--- src/rtl/ca_pkg.sv ---
// ca_pkg: shared constants, enums and LFSR helper for the cellular-automaton
// seed generator.
//   CELLS / CENTER        : default row length and single-cell index
//   LFSR_SEED / LFSR_TAPS : 16-bit Galois LFSR reload value and tap mask
//   seed_mode_e           : seed source selection
//   state_e               : row FSM states
package ca_pkg;

  localparam int          CELLS     = 320;
  localparam int          CENTER    = 160;
  localparam logic [15:0] LFSR_SEED = 16'hACE1;
  localparam logic [15:0] LFSR_TAPS = 16'hB400;

  typedef enum logic [1:0] {
    SEED_SINGLE      = 2'd0,
    SEED_PATTERN     = 2'd1,
    SEED_LFSR        = 2'd2,
    SEED_LFSR_FROZEN = 2'd3
  } seed_mode_e;

  typedef enum logic [1:0] {
    ST_IDLE = 2'd0,
    ST_ROW  = 2'd1,
    ST_DONE = 2'd2
  } state_e;

  // Right-shifting Galois step: taps are folded in when bit 0 falls out.
  function automatic logic [15:0] lfsr_next(input logic [15:0] s);
    return (s >> 1) ^ (s[0] ? LFSR_TAPS : 16'h0000);
  endfunction

endpackage

--- src/rtl/ca_lfsr16.sv ---
// ca_lfsr16: 16-bit right-shifting Galois LFSR.
//   clk   : pixel clock
//   reset : synchronous active-high, reloads LFSR_SEED
//   load  : reload LFSR_SEED (wins over step)
//   step  : advance one position
//   state : current LFSR contents
module ca_lfsr16
  import ca_pkg::*;
(
  input  logic        clk,
  input  logic        reset,
  input  logic        load,
  input  logic        step,
  output logic [15:0] state
);

  logic [15:0] state_d;
  logic [15:0] state_q;

  // Next-state selection: reload, advance or hold.
  always_comb begin
    state_d = state_q;
    if (load) begin
      state_d = LFSR_SEED;
    end else if (step) begin
      state_d = lfsr_next(state_q);
    end else begin
      state_d = state_q;
    end
  end

  // State register with synchronous reset.
  always_ff @(posedge clk) begin
    if (reset) begin
      state_q <= LFSR_SEED;
    end else begin
      state_q <= state_d;
    end
  end

  assign state = state_q;

endmodule

--- src/rtl/ca_seed_gen.sv ---
// ca_seed_gen: produces one seed row for a cellular automaton, one bit per
// accepted request, starting at each frame_start.
//   clk, reset         : pixel clock, synchronous active-high reset
//   frame_start        : restart row at cell 0, latch mode/pattern
//   cell_req           : consumer takes the current bit this cycle
//   mode, pattern      : seed source and 8-bit repeating pattern
//   seed_bit           : seed value of the current cell
//   seed_valid         : high while a row is being delivered
//   row_done           : one-cycle pulse after the last cell is taken
module ca_seed_gen
  import ca_pkg::*;
#(
  parameter int CELLS  = ca_pkg::CELLS,
  parameter int CENTER = ca_pkg::CENTER
) (
  input  logic       clk,
  input  logic       reset,
  input  logic       frame_start,
  input  logic       cell_req,
  input  logic [1:0] mode,
  input  logic [7:0] pattern,
  output logic       seed_bit,
  output logic       seed_valid,
  output logic       row_done
);

  // +1 keeps the width non-zero for tiny rows while still covering CELLS-1.
  localparam int                CNT_W    = $clog2(CELLS + 1);
  localparam logic [CNT_W-1:0] LAST_C   = CNT_W'(CELLS - 1);
  localparam logic [CNT_W-1:0] CENTER_C = CNT_W'(CENTER);

  state_e           state_d, state_q;
  logic [CNT_W-1:0] cnt_d, cnt_q;
  seed_mode_e       mode_d, mode_q;
  logic [7:0]       pat_d, pat_q;
  logic             valid_d, valid_q;
  logic             row_done_d, row_done_q;
  logic             lfsr_load_s;
  logic             lfsr_step_s;
  logic [15:0]      lfsr_state_s;
  logic             seed_bit_s;

  // FSM next state, counter, latched configuration and LFSR control.
  always_comb begin
    state_d     = state_q;
    cnt_d       = cnt_q;
    mode_d      = mode_q;
    pat_d       = pat_q;
    row_done_d  = 1'b0;
    lfsr_load_s = 1'b0;
    lfsr_step_s = 1'b0;
    if (frame_start) begin
      // A coincident cell_req is deliberately dropped here.
      state_d     = ST_ROW;
      cnt_d       = '0;
      mode_d      = seed_mode_e'(mode);
      pat_d       = pattern;
      lfsr_load_s = (seed_mode_e'(mode) == SEED_LFSR_FROZEN);
    end else begin
      case (state_q)
        ST_ROW: begin
          if (cell_req) begin
            lfsr_step_s = (mode_q == SEED_LFSR) || (mode_q == SEED_LFSR_FROZEN);
            if (cnt_q == LAST_C) begin
              // Counter parks on the last cell instead of wrapping.
              state_d    = ST_DONE;
              row_done_d = 1'b1;
            end else begin
              cnt_d = cnt_q + {{(CNT_W-1){1'b0}}, 1'b1};
            end
          end else begin
            state_d = ST_ROW;
          end
        end
        ST_DONE: state_d = ST_IDLE;
        ST_IDLE: state_d = ST_IDLE;
        default: state_d = ST_IDLE;
      endcase
    end
    valid_d = (state_d == ST_ROW);
  end

  // Single state/output register bank with synchronous reset.
  always_ff @(posedge clk) begin
    if (reset) begin
      state_q    <= ST_IDLE;
      cnt_q      <= '0;
      mode_q     <= SEED_SINGLE;
      pat_q      <= 8'h00;
      valid_q    <= 1'b0;
      row_done_q <= 1'b0;
    end else begin
      state_q    <= state_d;
      cnt_q      <= cnt_d;
      mode_q     <= mode_d;
      pat_q      <= pat_d;
      valid_q    <= valid_d;
      row_done_q <= row_done_d;
    end
  end

  ca_lfsr16 u_lfsr (
    .clk   (clk),
    .reset (reset),
    .load  (lfsr_load_s),
    .step  (lfsr_step_s),
    .state (lfsr_state_s)
  );

  // Seed bit decode from registered state; forced low outside a row.
  always_comb begin
    seed_bit_s = 1'b0;
    if (valid_q) begin
      case (mode_q)
        SEED_SINGLE:      seed_bit_s = (cnt_q == CENTER_C);
        SEED_PATTERN:     seed_bit_s = pat_q[3'(cnt_q)];
        SEED_LFSR:        seed_bit_s = lfsr_state_s[0];
        SEED_LFSR_FROZEN: seed_bit_s = lfsr_state_s[0];
        default:          seed_bit_s = 1'b0;
      endcase
    end else begin
      seed_bit_s = 1'b0;
    end
  end

  assign seed_bit   = seed_bit_s;
  assign seed_valid = valid_q;
  assign row_done   = row_done_q;

endmodule

--- config.mk ---
export PLATFORM = sky130hd
export DESIGN_NAME = ca_seed_gen
export DESIGN_NICKNAME = d
export VERILOG_FILES = /design/src/rtl/ca_pkg.sv /design/src/rtl/ca_lfsr16.sv /design/src/rtl/ca_seed_gen.sv
export SDC_FILE = /design/constraint.sdc
export NUM_CORES = 1
export LEC_CHECK = 0
export BUFFER_PORTS_ARGS = -buffer_cell sky130_fd_sc_hd__buf_2
export CORE_ASPECT_RATIO = 0.8
export CORE_MARGIN = 4
export CORE_UTILIZATION = 57
export DETAILED_ROUTE_END_ITERATION = 7
export PLACE_DENSITY = 0.77
export SETUP_SLACK_MARGIN = 0.2
export SYNTH_ARGS = -nofsm -noshare
export SYNTH_HDL_FRONTEND = slang
export SYNTH_SLANG_ARGS = --single-unit
--- constraint.sdc ---
create_clock -name clk -period 2.1 [get_ports clk]
set_clock_uncertainty 0.2 [all_clocks]
set_input_delay 0.21 -clock clk [delete_from_list [all_inputs] [get_ports clk]]
set_output_delay 0.21 -clock clk [all_outputs]
set_load 0.05 [all_outputs]
==> results.ini <==
[pwr]
power_leakage_nw = 0.771
p_total_mw = 1.36
power_density_nw_per_um2 = 684
vdd_drop_max_v = 0.000460

[critical_path]
required_ns = 1.69
worst-path-stages = 5
path_cells = mux4_2 -> o22ai_2 -> a311oi_2 -> o21a_1 -> buf_6
worst_ep_arrival_time_ns = 1.70
critical_path_class = flip-flop to primary output
worstPathMaxFanout = 4
startpoint_type = flip-flop
crit_path_top_delay_cell = mux4_2
reg2reg_depth = 6
cp_top_family = multiplexers
ff2ff_setup_slack_ns = 0.31
cp-end-kind = primary output
crit_buf_inv = 1
slowest_delay_ns = 0.51

[grt]
grt.met2_usage = 0.314
track_usage = 0.196
grt_pass1_wl_mm = 6.22
top_usage_layer = met2
grtUsageMet3 = 0.0537
grt_max_degree = 18
antenna_found_initial = 0
gr-total-overflow = 0
grt_pass1_vias = 1350
grt_util_met1 = 0.253

[placed_design]
dp_slack_ns = 0.0839
dp_hpwl_mm = 2.39
placed_cell_area_um2 = 1790
io_buffers = 16
dp_cells = 234
gp_congestion = 0.807

[timing]
setup_violations = 1
fin_setup_tns_ns = -0.0136
fin_ws_ns = -0.0136
slew_violations = 0
hold_ws_ns = 0.0122
fmax_mhz = 473
worst_pin_slew_ns = 0.767
slew_headroom = 0.486
fin_crit_sh = 1.01
rsz0062_at_grt = yes
post-route-min-period_ns = 2.11
hold_viol = 0

[run_status]
run_status = finished, violations left
violations = setup timing

[drt]
wl_mm = 3.36
drc = 0
dr_total_vias = 1389
first_iter_violations = 61
wl_per_cell_um = 13.4
drtPass1Iterations = 4
antenna_left = 0
via_per_inst = 5.53

[synthesis]
yosysWarningCount = 0
synth_top_area_cell = dfxtp_1
synth_enable_flop_cells = 0
ys_seq_area_frac = 0.459
syn-cell-area_um2 = 1700
yosysTopAreaCellShare = 0.459
synth_ff_type = dfxtp_1
yosys.cell_types.count = 40
ys_async_sr_fraction = 0
syn_nets = 202
ys_seq_elements = 39
netlist_top_cells_area = dfxtp_1 46%, nand2_1 7.7%, mux2i_1 6.5%
postSynthCellCount = 186
synth.avg_cell_area_um2 = 9.15

[floorplan]
fp.dieArea_um2 = 3930
fp.dieW_um = 69.1
start_util = 0.606
chipHeight_um = 56.9
rows = 17
core_um2 = 2810
ios = 17

[clocking]
cts_sinks = 39
clock_path_buffers = 2
tritoncts = done
worstSkewPairLatency_ns = 0.29
cts_buffers = 5
cts-root-buf = clkbuf_8
clkSlewWorstSetupHoldPaths_ns = 0.07
htreeDepth = 2

[cells_and_area]
stdcell_count = 251
stdcell_area_um2 = 1990
syn2layout_area_growth_pct = 17.1
drive_above_1_share = 0.192
finish.utilization = 0.710
n_antenna_cell = 0
fin_nets = 228

[hold_path]
hold_class = input pin to flip-flop
whs_path_depth = 3

[job]
max-cap-violations = 0

==> repair_timing <==
action                                  CTS  global route
cloned                                    0             0
endpoints found under the hold margin     8             0
setup buffers                             1             0
gates resized for setup                   5             3
endpoints found under the setup margin    1             5
hold buffers                              8             0
pin swaps                                 3             2
==> path summary, 6_finish.rpt <==
check             startpoint         endpoint
max                 cnt_q[1]         seed_bit
min                  mode[0]        mode_q[0]
max reg2reg         cnt_q[1]         cnt_q[5]
min reg2reg  u_lfsr.state[5]  u_lfsr.state[4]
==> logic make-up after synthesis <==
family / synth area share
AND/OR/NAND/NOR: 0.234
flip-flops: 0.459
AO/OA/AOI/OAI: 0.125
buffers and inverters: 0.0471
multiplexers: 0.0846
XOR/XNOR: 0.0360
adder cells (fa/ha/maj): 0.0147
==> worst reg2reg max path, stage by stage (launching register included) <==
cell	delay, ns
dfxtp_4	0.36
buf_4	0.14
ha_1	0.21
nand2_2	0.15
o41ai_4	0.11
or4_1	0.41
a21oi_1	0.14
==> per-layer routing <==
layer	share of wire	up-vias
met5	0	-
met4	0.010	0
met3	0.050	5
met2	0.46	35
met1	0.48	652
li1	-	697
==> power breakdown <==
| part | internal [mW] | switching, mW | leakage (nW) | total (mW) |
|---|---|---|---|---|
| clock network | 0.232 | 0.248 | 0.0412 | 0.479 |
| logic | 0.0548 | 0.0603 | 0.411 | 0.115 |
| registers | 0.755 | 0.0125 | 0.319 | 0.768 |
| total | 1.04 | 0.321 | 0.771 | 1.36 |
==> registers in the layout (all words and copies together) (netlist names) <==
register	cells
seed_valid	1
mode_q	2
u_lfsr.state	16
state_q	2
pat_q	8
cnt_q	9
row_done	1
==> area by class of cell <==
class                           instances  area, um2
Multi-Input combinational cell        133        860
Fill cell                             213        815
Sequential cell                        39        786
Timing Repair Buffer                   28        196
Clock buffer                            6       72.6
Tap cell                               38       47.5
Inverter                                5       18.8
Clock inverter                          2       12.5
==> cell usage after synthesis, drive strengths merged (2+ instances only) <==
| master | count |
|---|---|
| or2 | 2 |
| o31ai | 2 |
| dfxtp | 39 |
| nor2 | 18 |
| a21oi | 10 |
| or4 | 2 |
| clkbuf | 2 |
| mux2i | 11 |
| a311oi | 2 |
| inv | 5 |
| or3 | 2 |
| nor4 | 3 |
| o211ai | 4 |
| and4 | 2 |
| nand2 | 36 |
| nand3 | 9 |
| nand2b | 3 |
| o21ba | 2 |
| buf | 7 |
| nor4b | 2 |
| ha | 2 |
| xnor2 | 7 |
==> cells in the final DEF, fill, tap and decap left out, types with 3 or more instances in the layout <==
cell,n
dfxtp_1,37
nand2_1,35
nor2_1,18
buf_2,15
mux2i_1,11
a21oi_1,10
nand3_1,8
dlygate4sd3_1,8
xnor2_1,7
inv_1,5
clkbuf_8,5
o211ai_1,4
buf_4,4
nand2b_1,3
nor4_1,3
(Power assumes the default switching activity.)
